$ cat src/rtl/mem_cmd_entry.sv
// mem_cmd_entry: turns synchronised key/switch edges into paged
// memory commands with a valid/ready request and read-back display.
module mem_cmd_entry #(
   parameter int ADDR_W = 25,
   parameter int DATA_W = 16,
   parameter int NSW    = 4
) (
   input  logic              clk,
   input  logic              rst_n,
   input  logic              key_mode,
   input  logic              key_step,
   input  logic [NSW-1:0]    sw,
   input  logic              mem_ready,
   input  logic              mem_done,
   input  logic [DATA_W-1:0] mem_rdata,
   output logic              mem_req,
   output logic [1:0]        mem_op,
   output logic [ADDR_W-1:0] mem_addr,
   output logic [DATA_W-1:0] mem_wdata,
   output logic [1:0]        mode_out,
   output logic [2:0]        stage_out,
   output logic [3:0]        page_out,
   output logic [4*NSW-1:0]  disp_data,
   output logic              busy,
   output logic              op_done
);

   localparam int PW  = 4 * NSW;
   localparam int AP  = (ADDR_W + PW - 1) / PW;
   localparam int DP  = (DATA_W + PW - 1) / PW;
   localparam int NIN = NSW + 2;

   localparam logic [1:0] M_CLR = 2'b00;
   localparam logic [1:0] M_RD  = 2'b01;
   localparam logic [1:0] M_WR  = 2'b10;

   typedef enum logic [2:0] {
      SEL   = 3'd0,
      ADDR  = 3'd1,
      DATA  = 3'd2,
      ISSUE = 3'd3,
      WAIT  = 3'd4,
      SHOW  = 3'd5
   } stage_t;

   // Nibble increment that wraps within the bits below the field width
   function automatic logic [3:0] bump(input logic [3:0] v,
                                       input int base,
                                       input int w);
      logic [3:0] m;
      for (int k = 0; k < 4; k++) m[k] = (base + k) < w;
      return (v + 4'd1) & m;
   endfunction

   logic [NIN-1:0]    rawIn, s1, s2, s3, ev;
   logic              evMode, evStep;
   logic [NSW-1:0]    evSw;
   stage_t            stateQ, stateN;
   logic [3:0]        pageQ, pageN;
   logic [1:0]        modeQ;
   logic [ADDR_W-1:0] addrQ;
   logic [DATA_W-1:0] wdataQ, rdataQ;
   logic              opDoneQ;
   logic [AP*PW-1:0]  addrCur, addrNxt;
   logic [DP*PW-1:0]  dataCur, dataNxt, rdCur;

   assign rawIn  = {key_mode, key_step, sw};
   assign ev     = s2 & ~s3;
   assign evMode = ev[NSW+1];
   assign evStep = ev[NSW];
   assign evSw   = ev[NSW-1:0];

   // Two-flop synchroniser plus previous-value register for edge detect
   always_ff @(posedge clk or negedge rst_n) begin
      if (!rst_n) begin
         s1 <= '0;
         s2 <= '0;
         s3 <= '0;
      end else begin
         s1 <= rawIn;
         s2 <= s1;
         s3 <= s2;
      end
   end

   // State and page register
   always_ff @(posedge clk or negedge rst_n) begin
      if (!rst_n) begin
         stateQ <= SEL;
         pageQ  <= '0;
      end else begin
         stateQ <= stateN;
         pageQ  <= pageN;
      end
   end

   // Next-state and page sequencing
   always_comb begin
      stateN = stateQ;
      pageN  = pageQ;
      unique case (stateQ)
         SEL: begin
            if (!evMode && evStep) begin
               pageN  = '0;
               stateN = (modeQ == M_CLR) ? ISSUE : ADDR;
            end
         end
         ADDR: begin
            if (evMode) begin
               stateN = SEL;
               pageN  = '0;
            end else if (evStep) begin
               if (pageQ == 4'(AP - 1)) begin
                  pageN  = '0;
                  stateN = (modeQ == M_WR) ? DATA : ISSUE;
               end else begin
                  pageN = pageQ + 4'd1;
               end
            end
         end
         DATA: begin
            if (evMode) begin
               stateN = SEL;
               pageN  = '0;
            end else if (evStep) begin
               if (pageQ == 4'(DP - 1)) begin
                  pageN  = '0;
                  stateN = ISSUE;
               end else begin
                  pageN = pageQ + 4'd1;
               end
            end
         end
         ISSUE: begin
            if (mem_ready) stateN = WAIT;
         end
         WAIT: begin
            if (mem_done) begin
               pageN  = '0;
               stateN = (modeQ == M_RD) ? SHOW : SEL;
            end
         end
         SHOW: begin
            if (evMode) begin
               stateN = SEL;
               pageN  = '0;
            end else if (evStep) begin
               if (pageQ == 4'(DP - 1)) begin
                  stateN = SEL;
                  pageN  = '0;
               end else begin
                  pageN = pageQ + 4'd1;
               end
            end
         end
         default: begin
            stateN = SEL;
            pageN  = '0;
         end
      endcase
   end

   // Page-padded views of the payload with switch increments applied
   always_comb begin
      addrCur = '0;
      addrCur[ADDR_W-1:0] = addrQ;
      dataCur = '0;
      dataCur[DATA_W-1:0] = wdataQ;
      rdCur = '0;
      rdCur[DATA_W-1:0] = rdataQ;
      addrNxt = addrCur;
      dataNxt = dataCur;
      for (int i = 0; i < NSW; i++) begin
         if (evSw[i] && stateQ == ADDR)
            addrNxt[int'(pageQ)*PW + 4*i +: 4] =
               bump(addrCur[int'(pageQ)*PW + 4*i +: 4],
                    int'(pageQ)*PW + 4*i, ADDR_W);
         if (evSw[i] && stateQ == DATA)
            dataNxt[int'(pageQ)*PW + 4*i +: 4] =
               bump(dataCur[int'(pageQ)*PW + 4*i +: 4],
                    int'(pageQ)*PW + 4*i, DATA_W);
      end
   end

   // Mode, payload, captured read data and completion pulse
   always_ff @(posedge clk or negedge rst_n) begin
      if (!rst_n) begin
         modeQ   <= M_CLR;
         addrQ   <= '0;
         wdataQ  <= '0;
         rdataQ  <= '0;
         opDoneQ <= 1'b0;
      end else begin
         if (stateQ == SEL && evMode) begin
            unique case (modeQ)
               M_CLR:   modeQ <= M_WR;
               M_WR:    modeQ <= M_RD;
               default: modeQ <= M_CLR;
            endcase
         end
         if (stateQ == ADDR) addrQ <= addrNxt[ADDR_W-1:0];
         if (stateQ == DATA) wdataQ <= dataNxt[DATA_W-1:0];
         if (stateQ == WAIT && mem_done && modeQ == M_RD)
            rdataQ <= mem_rdata;
         opDoneQ <= (stateQ == WAIT) && mem_done;
      end
   end

   // Output decode from state and registers
   always_comb begin
      mem_req   = (stateQ == ISSUE);
      busy      = (stateQ == ISSUE) || (stateQ == WAIT);
      disp_data = '0;
      unique case (stateQ)
         ADDR:        disp_data = addrCur[int'(pageQ)*PW +: PW];
         DATA:        disp_data = dataCur[int'(pageQ)*PW +: PW];
         SHOW:        disp_data = rdCur[int'(pageQ)*PW +: PW];
         ISSUE, WAIT: disp_data = addrCur[PW-1:0];
         default:     disp_data = '0;
      endcase
   end

   assign mem_op    = modeQ;
   assign mode_out  = modeQ;
   assign mem_addr  = addrQ;
   assign mem_wdata = wdataQ;
   assign stage_out = stateQ;
   assign page_out  = pageQ;
   assign op_done   = opDoneQ;

endmodule

$ cat config.mk
export PLATFORM = sky130hd
export DESIGN_NAME = mem_cmd_entry
export DESIGN_NICKNAME = d
export VERILOG_FILES = /design/src/rtl/mem_cmd_entry.sv
export SDC_FILE = /design/constraint.sdc
export NUM_CORES = 1
export LEC_CHECK = 0
export CAP_MARGIN = 20
export CORE_MARGIN = 2
export CORE_UTILIZATION = 52
export DETAILED_ROUTE_END_ITERATION = 8
export PLACE_DENSITY = 0.81
export REMOVE_ABC_BUFFERS = 1
export SLEW_MARGIN = 20
export SYNTH_ARGS = -nofsm -noshare
export SYNTH_HDL_FRONTEND = slang
export SYNTH_SLANG_ARGS = --single-unit
export TNS_END_PERCENT = 100
$ cat constraint.sdc
create_clock -name clk -period 3.1 [get_ports clk]
set_input_delay 0.465 -clock clk [delete_from_list [all_inputs] [get_ports clk]]
set_output_delay 0.465 -clock clk [all_outputs]
set_load 0.01 [all_outputs]
==> run summary <==
The count of vias placed by the detailed router came out at 4176. The sequential cell area in the final layout is 0.00213 sq mm. In this run the worst hold path is classified as in -> async. The count of final hold-check violations is 0. The biggest area contributor in the post-synthesis netlist is sky130_fd_sc_hd__dfrtp_1.

The sequential element share of the synthesized area is 45.0%. The cell area after synthesis is between 0.004 and 0.005 sq mm. The placement-stage cell area is 0.00584 sq mm. The transition time at the pin with the least slew margin came out at 0.752 ns. The count of clock tree sinks came out at 85. The starting density of the core came out at 53.9%. The critical path goes through buf_4 > nor2b_2 > o21ai_0 > a21o_1 > nor2_2 > a22o_1 > clkdlybuf4s50_1. The top flip-flop cell by instance count after synthesis is sky130_fd_sc_hd__dfrtp_1. Setup repair after global routing could not meet its margin everywhere. Subtracting the final worst setup slack from the clock period gives 2.99 ns.

In the synthesized netlist, the number of instances is around 480. The pin count of the biggest net entering global routing came out at 46. The power density over the cells came out at 956 mW/mm^2. In this run the static leakage power is 2.65 nW. The total CTS buffers is 9. The number of global-route vias before repair came to 4206. The detail route stage leaves a number of antenna-violating nets equal to 0. Power comes to 0.00579 W. The fraction of the cycle the final worst path needs is 96.3%. The total count of max-transition violations in the final report came out at 0. Sorting the synthesized cells by how often they occur yields sky130_fd_sc_hd__dfrtp_1 (85), sky130_fd_sc_hd__nand2_1 (57), sky130_fd_sc_hd__o21ai_0 (43). After synthesis, the share of flip-flops with an asynchronous set or reset is 100%. After detailed routing, the average wire length per cell comes to 18.5 um.

After floorplanning, the core was divided into 34 placement rows. The clock latency reported for the late side of the worst-skew pair is 0.36 ns. The total overflow left after global routing is 0. The post-detailed-route via-to-cell ratio is 6.00.

The layout filler cell count came out at approximately 670. The critical path in this run is classified as reg -> out. The mean cell area of the mapped netlist came out at between 9 and 10 sq um. Setup violations remaining at the end of the flow were counted as 0. The final-stage net count is 624. The core region area came out at 0.00876 sq mm. The maximum achievable frequency came out at 335 MHz. The final cell area excluding filler cells is 0.00605 sq mm. The CTS tree is built.

During synthesis, Yosys emitted a total of 0 warnings. The area of the multi-input gates is 0.00244 sq mm. The slowest stage of the critical path belongs to the cell sky130_fd_sc_hd__clkdlybuf4s50_1.

STA puts the critical path data required time at 2.63 ns. Relative to the synthesized area, the layout overhead comes to 28.0%. The first-pass GRT wire length came out at 21000 um. The synthesized design devotes to its leading area cell type 45.0% of total area. The delay of the slowest critical-path stage came out at around 0.55 ns. The remaining design rule violation count is 0. The number of max-cap violations is 0.

The buffer cell driving the clock tree root is sky130_fd_sc_hd__clkbuf_8. The detailed-routing iteration count for the pre-antenna-repair pass is 4. The worst clock skew on the final layout is 0.0144 ns. The global-route total usage across every layer is 27.0%. The number of hold buffers added after cts came out at 0.

In the post-synthesis netlist, the biggest area contributors are sky130_fd_sc_hd__dfrtp_1 (45%), sky130_fd_sc_hd__mux2_2 (6.7%), sky130_fd_sc_hd__o21ai_0 (4.6%). Counting distinct cell types in the post-synthesis netlist gives 56. The repair_antennas step left the layout with diodes totalling 0. The routed wire length came out at between 10000 and 15000 um. The placer's final routability congestion estimate is 0.913. The post-route core utilization came out at just under 70%.

The peak ir drop on the vdd network came out at 0.000384 V. The number of top-level pins is between 90 and 100. The arrival time at the worst endpoint came out at between 2 and 3 ns.

The count of flip-flops with a built-in enable after synthesis came out at 0. The number of antenna violations at the first check in global routing is 0. The number of H-tree branching levels came out at 3. The violation count after the first detailed-route iteration came out at 257. The most repeated cell in the gate-level netlist after synthesis is sky130_fd_sc_hd__dfrtp_1. The ratio of cells with drive above 1 in the final layout came out at 13.4%. The maximum net fanout on the critical path is 12. The number of synthesized register bits came out at 85. The run finished with clean final reports. The worst relative slew slack came out at 49.7%. The clock transition at the registers of the reported paths is 0.09 ns. The die extent in x came out at about 99 um. The total of buffers placed on input and output ports is 96. STA classifies the critical path startpoint as a flop.

The die extent in y is 99.3 um. Detailed placement finished with a half-perimeter wire length of around 9500 um. The floorplan step defined a die boundary enclosing 0.00987 sq mm. The worst setup path is captured at an output pin.

The maximum buffer depth of the clock tree came out at 2.
[area by class of cell]
type                       count  area share [%]
sequential                    85            35.1
multi-input combinational    361            40.4
clock buffer                  13            2.63
inverter                      12           0.744
clock inverter                 3           0.331
tap                          108            2.23
timing repair buffer         114            18.5
[through the flow]
stage | setup TNS (ns) | worst slack (ns) | instances | hold slack, ns
4_1_cts | 0 | 0.0294 | 695 | 0.0961
6_report | 0 | 0.114 | 696 | 0.0813
3_5_place_dp | 0 | 0.416 | 679 | 0.336
3_3_place_gp | 0 | 0.392 | 679 | 0.332
5_1_grt | -0.0100 | -0.0100 | 696 | 0.125
2_1_floorplan | -0.0427 | -0.0213 | 458 | 0.169
[critical path, delay by kind of cell, from the launching register on]
family / cells / cell delay (ns)
flip-flops: 1 / 0.42
AND/OR/NAND/NOR: 2 / 0.40
AO/OA/AOI/OAI: 3 / 0.60
buffers and inverters: 2 / 0.75
[cell usage in the layout, fill, tap and decap left out, types with 3 or more instances in the layout]
cell and count:
sky130_fd_sc_hd__a21o_1 4, sky130_fd_sc_hd__a21oi_1 23, sky130_fd_sc_hd__a22o_1 8, sky130_fd_sc_hd__a22oi_1 15, sky130_fd_sc_hd__and2_1 9, sky130_fd_sc_hd__and3_1 3
sky130_fd_sc_hd__buf_4 17, sky130_fd_sc_hd__clkbuf_8 11, sky130_fd_sc_hd__clkdlybuf4s50_1 94, sky130_fd_sc_hd__dfrtp_1 85, sky130_fd_sc_hd__ha_1 15, sky130_fd_sc_hd__inv_1 12
sky130_fd_sc_hd__mux2_2 28, sky130_fd_sc_hd__mux2i_1 9, sky130_fd_sc_hd__nand2_1 57, sky130_fd_sc_hd__nand2b_1 8, sky130_fd_sc_hd__nand3_1 12, sky130_fd_sc_hd__nand4_1 7
sky130_fd_sc_hd__nor2_1 30, sky130_fd_sc_hd__nor2b_1 8, sky130_fd_sc_hd__nor3_1 10, sky130_fd_sc_hd__nor3_2 4, sky130_fd_sc_hd__nor3b_1 5, sky130_fd_sc_hd__o21ai_0 43
sky130_fd_sc_hd__o22ai_1 4, sky130_fd_sc_hd__o31ai_1 7, sky130_fd_sc_hd__xnor2_1 5, sky130_fd_sc_hd__xor2_1 4
[final timing paths]
kind                         startpoint            end  slack [ns]  depth (start not counted)
min reg2reg                       s1[1]          s2[1]        0.35                          0
max                        stage_out[0]   disp_data[2]        0.11                          7
min in group clk                  s1[1]          s2[1]        0.35                          0
min                               rst_n  mem_wdata[12]        0.08                          1
max in group asynchronous         rst_n          s3[1]        2.38                          2
max reg2reg                 page_out[0]   mem_wdata[3]        0.37                          7
[power breakdown]
group          leakage [nW]  internal [W]  switching (W)  total, W
clock                0.0857      0.000335       0.000396  0.000730
combinational          1.49       0.00162        0.00173   0.00336
sequential             1.07       0.00139       0.000314   0.00170
[layer usage]
| layer | share of wire (%) | up-vias | global-route usage [%] |
|---|---|---|---|
| li1 | - | 1939 | - |
| met1 | 44 | 2069 | 36.5 |
| met2 | 49 | 147 | 44.1 |
| met3 | 5.3 | 21 | 4.22 |
| met4 | 2.0 | 0 | 10.6 |
| met5 | 0 | - | 0 |
[cell families (layout without fill, tap and decap cells)]
family | count (synthesis) | in the layout | synth area share, %
simple gates | 174 | 174 | 19.3
compound gates | 124 | 124 | 17.2
flops | 85 | 85 | 45.0
mux | 39 | 39 | 9.05
buf+inv | 36 | 142 | 3.76
fa+ha+maj | 15 | 15 | 3.97
xor+xnor | 9 | 9 | 1.67
[what timing repair did]
action / in CTS / in global routing
setup endpoints to repair: 0 / 12
gates resized for setup: 0 / 8
setup buffers: 0 / 1
[registers in the layout, indices dropped and copies added (netlist names)]
register and count:
s3 6, mem_addr 25, rdCur 16, op_done 1, mem_wdata 16, stage_out 3, s1 6, s2 6
page_out 4, mem_op 2
(Power assumes the default switching activity.)
